## src/rtl/key_event_decoder.sv

```systemverilog
// Key gesture decoder: short/long/repeat/double-click pulses from a debounced key.
// Define KEY_DCLK_EN to build double-click detection (delays short_press by DCLK_CYC).
module key_event_decoder #(
  parameter int LONG_CYC   = 25_000_000,
  parameter int REPEAT_CYC = 5_000_000,
  parameter int DCLK_CYC   = 12_500_000,
  parameter int CNT_W      = 25
) (
  input  logic clk,
  input  logic rst,
  input  logic key_flag,
  input  logic key_state,
  output logic short_press,
  output logic long_press,
  output logic repeat_tick,
  output logic double_click,
  output logic held
);

  typedef enum logic [2:0] {
    S_IDLE   = 3'd0,
    S_PRESS  = 3'd1,
    S_LONG   = 3'd2,
    S_WAIT2  = 3'd3,
    S_PRESS2 = 3'd4
  } state_t;

  localparam logic [CNT_W-1:0] LONG_TC = CNT_W'(LONG_CYC - 1);
  localparam logic [CNT_W-1:0] REP_TC  = CNT_W'(REPEAT_CYC - 1);

  state_t           r_state;
  state_t           w_next;
  logic [CNT_W-1:0] r_cnt;
  logic [CNT_W-1:0] w_cnt_nxt;
  logic             r_ks;
  logic             r_entry;
  logic             w_rel;
  logic             w_long_tc;
  logic             w_rep_tc;
  logic             w_dclk_tc;
  logic             w_short;
  logic             w_long;
  logic             w_rep;
  logic             w_dbl;
  logic             w_held;

  // key_state lags key_flag: its first sample in a press state is stale
  assign w_rel     = r_ks & ~r_entry;
  assign w_long_tc = (r_cnt == LONG_TC);
  assign w_rep_tc  = (r_cnt == REP_TC);
`ifdef KEY_DCLK_EN
  assign w_dclk_tc = (r_cnt == CNT_W'(DCLK_CYC - 1));
`else
  assign w_dclk_tc = 1'b0;
`endif

  always_ff @(posedge clk) begin
    if (rst) begin
      r_state <= S_IDLE;
      r_cnt   <= '0;
      r_ks    <= 1'b1;
      r_entry <= 1'b0;
    end else begin
      r_state <= w_next;
      r_cnt   <= w_cnt_nxt;
      r_ks    <= key_state;
      r_entry <= (w_next != r_state);
    end
  end

  always_comb begin
    w_next = r_state;
    case (r_state)
      S_IDLE: begin
        if (key_flag) w_next = S_PRESS;
      end
      S_PRESS: begin
`ifdef KEY_DCLK_EN
        if (w_rel)          w_next = S_WAIT2;
`else
        if (w_rel)          w_next = S_IDLE;
`endif
        else if (w_long_tc) w_next = S_LONG;
      end
      S_LONG: begin
        if (r_ks) w_next = S_IDLE;
      end
`ifdef KEY_DCLK_EN
      S_WAIT2: begin
        if (key_flag)       w_next = S_PRESS2;
        else if (w_dclk_tc) w_next = S_IDLE;
      end
      S_PRESS2: begin
        if (w_rel) w_next = S_IDLE;
      end
`endif
      default: w_next = S_IDLE;
    endcase
  end

  always_comb begin
    w_cnt_nxt = '0;
    if (w_next == r_state) begin
      case (r_state)
        S_PRESS: w_cnt_nxt = r_cnt + CNT_W'(1);
        S_WAIT2: w_cnt_nxt = r_cnt + CNT_W'(1);
        S_LONG:  w_cnt_nxt = w_rep_tc ? '0 : r_cnt + CNT_W'(1);
        default: w_cnt_nxt = '0;
      endcase
    end
  end

  always_comb begin
    w_short = 1'b0;
    w_long  = 1'b0;
    w_rep   = 1'b0;
    w_dbl   = 1'b0;
    w_held  = 1'b0;
    case (r_state)
      S_PRESS: begin
        w_held = 1'b1;
        w_long = ~w_rel & w_long_tc;
`ifndef KEY_DCLK_EN
        w_short = w_rel;
`endif
      end
      S_LONG: begin
        w_held = 1'b1;
        w_rep  = ~r_ks & w_rep_tc;
      end
`ifdef KEY_DCLK_EN
      S_WAIT2: begin
        w_short = ~key_flag & w_dclk_tc;
      end
      S_PRESS2: begin
        w_held = 1'b1;
        w_dbl  = w_rel;
      end
`endif
      default: ;
    endcase
  end

  always_ff @(posedge clk) begin
    if (rst) begin
      short_press  <= 1'b0;
      long_press   <= 1'b0;
      repeat_tick  <= 1'b0;
      double_click <= 1'b0;
      held         <= 1'b0;
    end else begin
      short_press  <= w_short;
      long_press   <= w_long;
      repeat_tick  <= w_rep;
      double_click <= w_dbl;
      held         <= w_held;
    end
  end

endmodule

```

## config.mk

```make
export PLATFORM = sky130hd
export DESIGN_NAME = key_event_decoder
export DESIGN_NICKNAME = d
export VERILOG_FILES = /design/src/rtl/key_event_decoder.sv
export SDC_FILE = /design/constraint.sdc
export NUM_CORES = 1
export LEC_CHECK = 0
export ABC_AREA = 1
export CORE_AREA = 2 2 48 83
export CTS_BUF_LIST = sky130_fd_sc_hd__clkbuf_4 sky130_fd_sc_hd__clkbuf_8
export CTS_CLUSTER_DIAMETER = 50
export DETAILED_ROUTE_END_ITERATION = 12
export DIE_AREA = 0 0 50 85
export PLACE_DENSITY = 0.83
export REMOVE_ABC_BUFFERS = 1
export SLEW_MARGIN = 10
export SYNTH_ARGS = -nofsm -noshare
export SYNTH_HDL_FRONTEND = slang
export SYNTH_SLANG_ARGS = --single-unit
```

## constraint.sdc

```tcl
create_clock -name clk -period 1.8 [get_ports clk]
set_input_delay 0.18 -clock clk [delete_from_list [all_inputs] [get_ports clk]]
set_output_delay 0.18 -clock clk [all_outputs]
set_load 0.1 [all_outputs]
```

Yosys cells after proc, flatten, opt, wreduce, memory -nomap -nowiden
Index checks and enable logic that the tools add are counted.
{ "word_totals": {"wordCells": 39, "register_bits": 34, "inputBits": 4, "output_inout_bits": 5} }
{ "classes": {"reduce_logical": 6, "eq_ne": 7, "add_sub_neg": 1, "n_bitwise": 9, "n_mux": 8} }
{ "op_table": {"columns": ["cell", "count"], "rows": [
  ["case mux 25 bit (2 select lines)", 1],
  ["adder 25 x 1 -> 25 bit (second input constant)", 1],
  ["== test 25 x 23 -> 1 bit (second input constant)", 1],
  ["== test 25 bit (second input constant)", 1],
  ["2-to-1 mux 25 bit", 1],
  ["2-to-1 mux 3 bit", 4],
  ["OR reduction 2 bit", 5],
  ["case mux 3 bit (3 select lines)", 1],
  ["== test 3 x 2 -> 1 bit (second input constant)", 2],
  ["inverter 1 bit", 6],
  ["AND 1 bit", 3],
  ["== test 3 x 1 -> 1 bit (second input constant)", 1],
  ["== test 3 bit", 1],
  ["logical NOT 3 bit", 1],
  ["inequality test 3 bit", 1],
  ["2-to-1 mux 1 bit", 1]
]} }

Depth between registers and ports, before layout
Gate-level depths: netlist of run 1.
{ "logic_depth": {"word_depth": 7, "mapped_depth": 11, "ltp_nobuf": 10} }

Worst setup path after synthesis of run 1
No wires, ideal clock.
{ "synth_path": {"path_type": "reg-to-reg", "startpoint": "register r_cnt[0]", "endpoint": "register r_cnt[15]", "setup_slack_ps": 277, "t_arrival_ps": 1404, "path_stages_with_launch": 12, "setup_ps": 119, "t_required_ps": 1681, "period_less_slack_ps": 1523, "path_buffers": 1, "path_cell_list": "dfxtp_1 -> ha_1 -> nand2_1 -> nor2_4 -> nand2_2 -> nor2_4 -> nand3_2 -> nand3_2 -> nand2_2 -> nand3_4 -> buf_12 -> nor2_2"} }
{ "synth_via": {"elab_chain_cells": 7, "word_cells_on_any_way": 11, "classes_between": "add/sub (1); eq/ne (3); mux (5); bitwise (1); reduce/logical (1)"} }
{ "synth_lines": {"columns": ["item", "line", "source"], "rows": [
  ["start, declared", "33", "logic [CNT_W-1:0] r_cnt;"],
  ["start signal, assigned", "65", "r_cnt <= w_cnt_nxt;"],
  ["parallel branches: the longest is 7 deep, another holds adder 25 x 1 -> 25 bit", null, null]
]} }
Parallel ways; which one is timed is not known.
A chain may end at the register's enable or synchronous reset.

Worst setup path in the final report of run 1
{ "layout_path": {"startpoint": "register r_cnt[1]", "endpoint": "register r_cnt[7]"} }
Same word-level chain as after synthesis.

==> results.tsv, run 1 <==
metric	value	unit
start_util	56.1	%
grt_pass1_wl	7880	um
antenna_cells	0	
crit_chain	ha_4, nand2_2, nor2_4, nand2_2, nor2_4, nand3_2, nand3_2, nand2_2, nand3_4, clkbuf_16, nor2_2	
grt_pass1_vias	1826	
clkLatencyLatePin	290	ps
hold_path_depth	1	
hold_viol	0	
final_max_slew_viol_count	0	
rsz0062_at_grt	no	
ys_ff_latch	34	
outcome	finished clean	
detail-route-antenna-nets	0	
worstSetupPathType	reg2reg	
cp_slowest_cell	dfxtp_2	
whs_endpoint	short_press	
dieArea	4250	sq um
drt_iter0_markers	59	
netlist_top_cells_area	dfxtp_1 34%, nand2_1 12%, nor2_2 8.4%	
cts.clk_slew.worst_paths	70	ps
rr_worst_depth	11	
hold_class	reg2reg	
vdd_drop_max	0.722	mV
root_buffer	clkbuf_8	
fmax	603	MHz
synth_cell_types	31	
post-route-drc-count	0	
cp.required	1990	ps
grt_antenna_before_repair	0	
critPathMaxStageDelay	360	ps
total_leakage_power	0.854	nW
fin_nets	319	
r2r-end	r_cnt[7]	
synth_top_cell_by_area	dfxtp_1	
ff2ff_setup_slack	140	ps
cts_tree	yes	
syn_inst	296	
drv_cap	0	
numCtsBuffers	5	
cts_sinks	34	
hpwl	3620	um
arrival	1840	ps
wirelength	4680	um
area_growth	14.2	%
timing.rr.start	r_cnt[1]	
dieHeight	85	um
synth_area	2010	sq um
grt_max_degree	20	
synth_warnings	0	
min-delay-start	r_entry	
clk_path_buf_depth	2	
p_total	1.45	mW
fin_crit_sh	92.1	%
ys_seq_area_share	33.8	%
final_area	2300	sq um
period_needed	1660	ps
avgSynthCellArea	6.81	sq um
place_congestion	0.965	
crit_top_cell	nand2_2	
setup_violations	0	
placedInstanceArea	2140	sq um
yosysTopAreaCellShare	33.8	%
path_max_fanout	8	
rows	29	
globalRouteOverflowTotal	0	
io_pins	9	
routedWlPerCell	13.0	um
fin_tns_setup	0	ps
drive_above_1_share	24.8	%
finClkSkew	7.19	ps
dr.pass1.iters	5	
end_kind	flip-flop	
die_x	50	um
worst_setup_path_start_kind	flip-flop	
port_buffers	7	
vias	1886	
cts-htree-levels	2	
avgViaCountPerCell	5.22	
core_area	3590	sq um
power_density	631	nW/um^2
globalRouteTotalUtil	24.3	%
cell type report:
cell class	instances	area, sq um
Clock inverter	1	5.00
Clock buffer	7	90.1
Timing Repair Buffer	15	163
Tap cell	46	57.6
Inverter	38	143
Sequential cell	34	683
Fill cell	327	1290
Multi-Input combinational cell	220	1160
cells in the final DEF, fill, tap and decap left out, types with 4 or more instances in the layout:
cell type  count
clkbuf_8       6
nor2_1        33
a21oi_1        4
inv_1         34
nand2_1       65
nand3_1       31
inv_2          4
nor3_1        10
dfxtp_1       32
nand3_2        4
or2_2          7
nand4_1        6
buf_4          9
nand2_2        4
nor2_2        27
metal layers:
metal	wire (um)	GRT usage [%]	part of all wire, %	vias up
met1	1740	24.5	37	860
li1	-	-	-	975
met3	134	3.35	2.9	15
met2	2620	45.8	56	36
met4	188	13.1	4.0	0
met5	0	0	0	-
through the flow:
step / hold WS (ps) / std cells / setup slack, ps / util [%]
finish: 424 / 361 / 143 / 64.0
global route: 430 / 361 / 11.0 / 64.0
CTS: 426 / 358 / 83.5 / 62.3
detailed placement: 417 / 350 / 98.0 / 59.6
global placement: 409 / 350 / 159 / 59.6
floorplan: 249 / 292 / 234 / -
flip-flops by register name (all words and copies together), names as in the netlist:
signal / cells
long_press: 1
r_entry: 1
r_state: 3
short_press: 1
repeat_tick: 1
r_cnt: 25
held: 1
r_ks: 1
power by group:
group | switching (mW) | internal [mW]
sequential | 0.00343 | 0.758
clock | 0.274 | 0.323
combinational | 0.0576 | 0.0345
total | 0.335 | 1.12
repair_timing:
| action | 4_1_cts | 5_1_grt |
|---|---|---|
| endpoints found under the setup margin | 0 | 24 |
| resized for setup | 0 | 6 |
| buffers inserted | 0 | 2 |
| hold endpoints to repair | 0 | 0 |
| hold buffers | 0 | 0 |
worst max-delay path by stage:
stage,from,end,slack (ps),cells past startpoint
3_5_place_dp,r_cnt[0],r_cnt[7],100,10
4_1_cts,r_cnt[0],r_cnt[7],80,10
2_1_floorplan,r_cnt[0],r_cnt[16],230,10
3_3_place_gp,r_cnt[0],r_cnt[24],160,9
5_1_grt,r_cnt[11],r_cnt[1],10,10
6_report,r_cnt[1],r_cnt[7],140,11
critical path, delay by kind of cell (launching register included):
kind | cells | cell delay, ps
fa+ha+maj | 1 | 140
buf+inv | 1 | 180
simple gates | 9 | 870
flops | 1 | 360
synthesized netlist by cell type:
library cell  count
xor2_1            3
nand4_1           6
o21ai_2           1
nor3_2            2
nand2_2           4
a21oi_1           4
nand3b_1          2
o21ai_1           1
inv_2             4
nor2_2           27
inv_1            34
nand3_2           4
nand3_4           1
buf_4             1
nor4_1            3
conb_1            1
nor2_4            3
nor3_1           10
a31o_2            1
nor2_1           33
o21bai_1          2
buf_12            2
o211ai_1          3
nand3_1          31
o21ai_0           3
dfxtp_1          34
nand2_1          66
or2_2             7
buf_2             1
ha_1              1
clkbuf_1          1
kinds of logic (layout without fill, tap and decap cells):
group                    after synthesis  count (layout)  synth area share, %
AO/OA/AOI/OAI                         15              15                 4.72
buffers and inverters                 43              61                 9.88
other                                  1               2                0.186
flip-flops                            34              34                 33.8
AND/OR/NAND/NOR                      199             199                 49.5
adder cells (fa/ha/maj)                1               1                0.621
XOR/XNOR                               3               3                 1.30
Power figures use the tool's default switching activity.
==> inputs of run 2 (changes only) <==
- CORE_AREA: 2 2 48 83 -> 2 2 54 94
- DIE_AREA: 0 0 50 85 -> 0 0 56 96
- PLACE_DENSITY: 0.83 -> default
==> results.tsv, run 2 (same netlist as run 1, synthesis figures left out) <==
metric	value	unit	change
io_pins	9		unchanged
finClkSkew	3.06	ps	-4.12 ps
port_buffers	7		unchanged
fin_nets	324		+1.6%
dieHeight	96	um	+13%
hpwl	4210	um	+16%
nFillCells	482		+47%
largestRegisters	r_cnt x25, r_state x3		
final_common_cell	nand2_1		
grt_pass1_vias	1880		+3.0%
whs	429	ps	+5.71 ps
post-route-drc-count	0		unchanged
cp.required	1980	ps	about the same
switching_power	0.347	mW	+3.4%
vias	1938		+2.8%
place_congestion	0.934		-3.3%
switching_share	23.6	%	+0.52 points
rows	33		+14%
dr.pass1.iters	4		-1
numCtsBuffers	5		unchanged
fmax	587	MHz	-2.7%
start_util	43.6	%	-13 points
cts_tree	yes		
cts.clk_slew.worst_paths	70	ps	about the same
fin_util	51.2	%	-13 points
path_max_fanout	6		-2
p_total	1.47	mW	+1.1%
end_kind	flip-flop		
fin_crit_sh	94.7	%	+2.6 points
globalRouteOverflowTotal	0		unchanged
top_register	r_cnt		
rsz0062_at_grt	no		
drive_above_1_share	25.9	%	+1.2 points
outcome	finished clean		
die_x	56	um	+12%
power_density	620	nW/um^2	-1.8%
setup_violations	0		unchanged
total_leakage_power	0.886	nW	+3.8%
grt_max_degree	20		unchanged
fin_ws	96.1	ps	-46.6 ps
root_buffer	clkbuf_8		
routedWlPerCell	14.8	um	+14%
grt_pass1_wl	8800	um	+12%
core_area	4620	sq um	+29%
power_frac_comb	6.9	%	+0.6 points
grt_antenna_before_repair	0		unchanged
final_max_slew_viol_count	0		unchanged
globalRouteTotalUtil	21.4	%	-2.9 points
hold_buffers	0		unchanged
hold_class	reg2reg		
cts_sinks	34		unchanged
arrival	1880	ps	+40 ps
avgViaCountPerCell	5.21		-0.28%
drv_cap	0		unchanged
largest_reg_flops	25		unchanged
fin_tns_setup	0	ps	unchanged
detail-route-antenna-nets	0		unchanged
place_ws	95.7	ps	-2.26 ps
drt_iter0_markers	56		-5.1%
clk_path_buf_depth	2		unchanged
hold_viol	0		unchanged
worst_setup_path_start_kind	flip-flop		
pwr-share-clk	41.2	%	about the same
period_needed	1700	ps	+46.6 ps
dieArea	5380	sq um	+26%
power.internal	1.12	mW	+0.42%
clkLatencyLatePin	280	ps	about the same
antenna_cells	0		unchanged
vdd_drop_max	0.441	mV	-39%
wirelength	5510	um	+18%
final_cell_mix	65 x nand2_1, 34 x inv_1, 33 x nor2_1		
worstSetupPathType	reg2reg		
power_frac_seq	51.9	%	-0.6 points
area_growth	17.5	%	
cts-htree-levels	2		unchanged
## run 2: what timing repair did
action,CTS,global route
endpoints found under the setup margin,0,25
resized for setup,0,7
setup buffers,0,4
## run 2: final cells by class
cell class	instances	area (sq um)	area share, %
Clock buffer	7	90.1	3.81
Clock inverter	1	5.00	0.211
Inverter	38	143	6.03
Multi-Input combinational cell	220	1160	49.2
Sequential cell	34	683	28.9
Tap cell	52	65.1	2.75
Timing Repair Buffer	20	218	9.20
## run 2: per-stage QoR
stage | std cells | instance area [sq um]
finish | 372 | 2370
global route | 372 | 2370
CTS | 366 | 2260
floorplan | 292 | 1960
detailed placement | 358 | 2160
global placement | 358 | 2160
## run 2: worst max-delay path, cell delays in order, from the launching register on
cell       delay, ps
dfxtp_2          350
ha_4             140
nand2_2           70
nor2_4           140
nand2_2           90
nor2_4           140
nand2_1          100
nand2_1           90
o21ai_2           90
nand3_4          150
clkbuf_16        190
nor2_2            30
## run 2: final timing paths
kind             from     endpoint  slack, ps  cells past startpoint
max          r_cnt[1]    r_cnt[15]        100                     11
min           r_entry  short_press        430                      1
max reg2reg  r_cnt[1]    r_cnt[15]        100                     11
min reg2reg   r_entry  short_press        430                      1
## run 2: power by group through the flow
| stage | registers, mW | clock network (mW) | logic, mW |
|---|---|---|---|
| 3_5_place_dp | 0.779 | 0 | 0.0857 |
| 5_1_grt | 0.762 | 0.660 | 0.108 |
| 6_report | 0.762 | 0.605 | 0.101 |
| 2_1_floorplan | 0.783 | 0 | 0.0450 |
| 3_3_place_gp | 0.779 | 0 | 0.0856 |
| 4_1_cts | 0.762 | 0.613 | 0.0860 |
## run 2: routing by layer
layer / track usage, % / up-vias / wire, um
met5: 0 / - / 0
met1: 20.9 / 872 / 1990
met3: 3.23 / 23 / 172
met2: 42.0 / 60 / 3080
li1: - / 983 / -
met4: 11.7 / 0 / 261
==> inputs of run 3 (changes only) <==
- MAX_ROUTING_LAYER: default -> met4
==> results.tsv, run 3 (same netlist as run 1, synthesis figures left out) <==
metric	value	unit	change
outcome	finished clean		
die_x	56	um	unchanged
post-route-drc-count	0		unchanged
start_util	43.6	%	unchanged
vias	1937		-0.052%
worst_setup_path_start_kind	flip-flop		
clkLatencyLatePin	280	ps	about the same
final_common_cell	nand2_1		
antenna_cells	0		unchanged
place_ws	95.7	ps	unchanged
largest_reg_flops	25		unchanged
path_max_fanout	6		unchanged
grt_pass1_wl	8850	um	+0.55%
fin_nets	324		unchanged
top_register	r_cnt		
hold_viol	0		unchanged
dieHeight	96	um	unchanged
cts_tree	yes		
dp_cells	358		unchanged
io_pins	9		unchanged
cts-htree-levels	2		unchanged
globalRouteTotalUtil	22.1	%	+0.72 points
cp.required	1980	ps	about the same
globalRouteOverflowTotal	0		unchanged
drt_iter0_markers	80		+43%
vdd_drop_max	0.446	mV	+1.2%
grt_pass1_vias	1876		-0.21%
placedInstanceArea	2160	sq um	unchanged
rr_worst_depth	11		unchanged
fin_tns_setup	0	ps	unchanged
numCtsBuffers	5		unchanged
fmax	588	MHz	+0.16%
ff2ff_setup_slack	100	ps	about the same
power_density	621	nW/um^2	+0.21%
avgViaCountPerCell	5.21		about the same
clk_path_buf_depth	2		unchanged
rsz0062_at_grt	no		
period_needed	1700	ps	-2.70 ps
hpwl	4210	um	unchanged
drive_above_1_share	25.9	%	unchanged
final_cell_mix	65 x nand2_1, 34 x inv_1, 33 x nor2_1		
worstSetupPathType	reg2reg		
rows	33		unchanged
detail-route-antenna-nets	0		unchanged
drv_cap	0		unchanged
wirelength	5560	um	+0.96%
place_congestion	0.950		+1.8%
total_leakage_power	0.886	nW	unchanged
stdcell_count	372		unchanged
grt_antenna_before_repair	0		unchanged
fin_crit_sh	94.5	%	-0.15 points
port_buffers	7		unchanged
area_growth	17.5	%	unchanged
p_total	1.47	mW	+0.21%
largestRegisters	r_cnt x25, r_state x3		
final_max_slew_viol_count	0		unchanged
hold_class	reg2reg		
cts_sinks	34		unchanged
finClkSkew	4.12	ps	+1.05 ps
root_buffer	clkbuf_8		
setup_violations	0		unchanged
core_area	4620	sq um	unchanged
routedWlPerCell	14.9	um	+0.96%
final_area	2370	sq um	unchanged
dr.pass1.iters	4		unchanged
fin_ws	98.8	ps	+2.70 ps
grt_max_degree	20		unchanged
dieArea	5380	sq um	unchanged
arrival	1880	ps	about the same
hold_path_depth	1		unchanged
cts.clk_slew.worst_paths	70	ps	about the same
end_kind	flip-flop		
-- run 3: cell type report --
class	count	area, sq um
Fill cell	482	2260
Multi-Input combinational cell	220	1160
Sequential cell	34	683
Timing Repair Buffer	20	218
Inverter	38	143
Clock buffer	7	90.1
Tap cell	52	65.1
Clock inverter	1	5.00
-- run 3: stage by stage --
stage | hold slack (ps) | util (%)
2_1_floorplan | 249 | -
3_3_place_gp | 412 | 46.8
3_5_place_dp | 425 | 46.8
4_1_cts | 433 | 48.9
5_1_grt | 441 | 51.2
6_report | 429 | 51.2
-- run 3: repair_timing --
item | CTS | global route
hold buffers | 0 | 0
endpoints found under the setup margin | 0 | 25
setup buffers | 0 | 4
resized for setup | 0 | 7
hold endpoints to repair | 0 | 0
-- run 3: worst max-delay path: stages, from the launching register on --
cell and delay, ps:
dfxtp_2 350, ha_4 140, nand2_2 70, nor2_4 140
nand2_2 90, nor2_4 140, nand2_1 100, nand2_1 90
o21ai_2 90, nand3_4 150, clkbuf_16 190, nor2_2 30
-- run 3: power breakdown --
part,internal (mW),switching (mW)
logic,0.0392,0.0619
registers,0.758,0.00363
clock network,0.324,0.284
-- run 3: layer usage --
metal / vias up / global-route usage (%) / share of wire, %
met4: 0 / 11.7 / 4.8
met2: 57 / 42.0 / 55
met3: 25 / 3.23 / 3.1
met5: - / - / 0
li1: 987 / - / -
met1: 868 / 21.2 / 37
-- run 3: worst paths after layout --
path	from	to
max	r_cnt[1]	r_cnt[15]
min	r_entry	short_press
max reg2reg	r_cnt[1]	r_cnt[15]
min reg2reg	r_entry	short_press
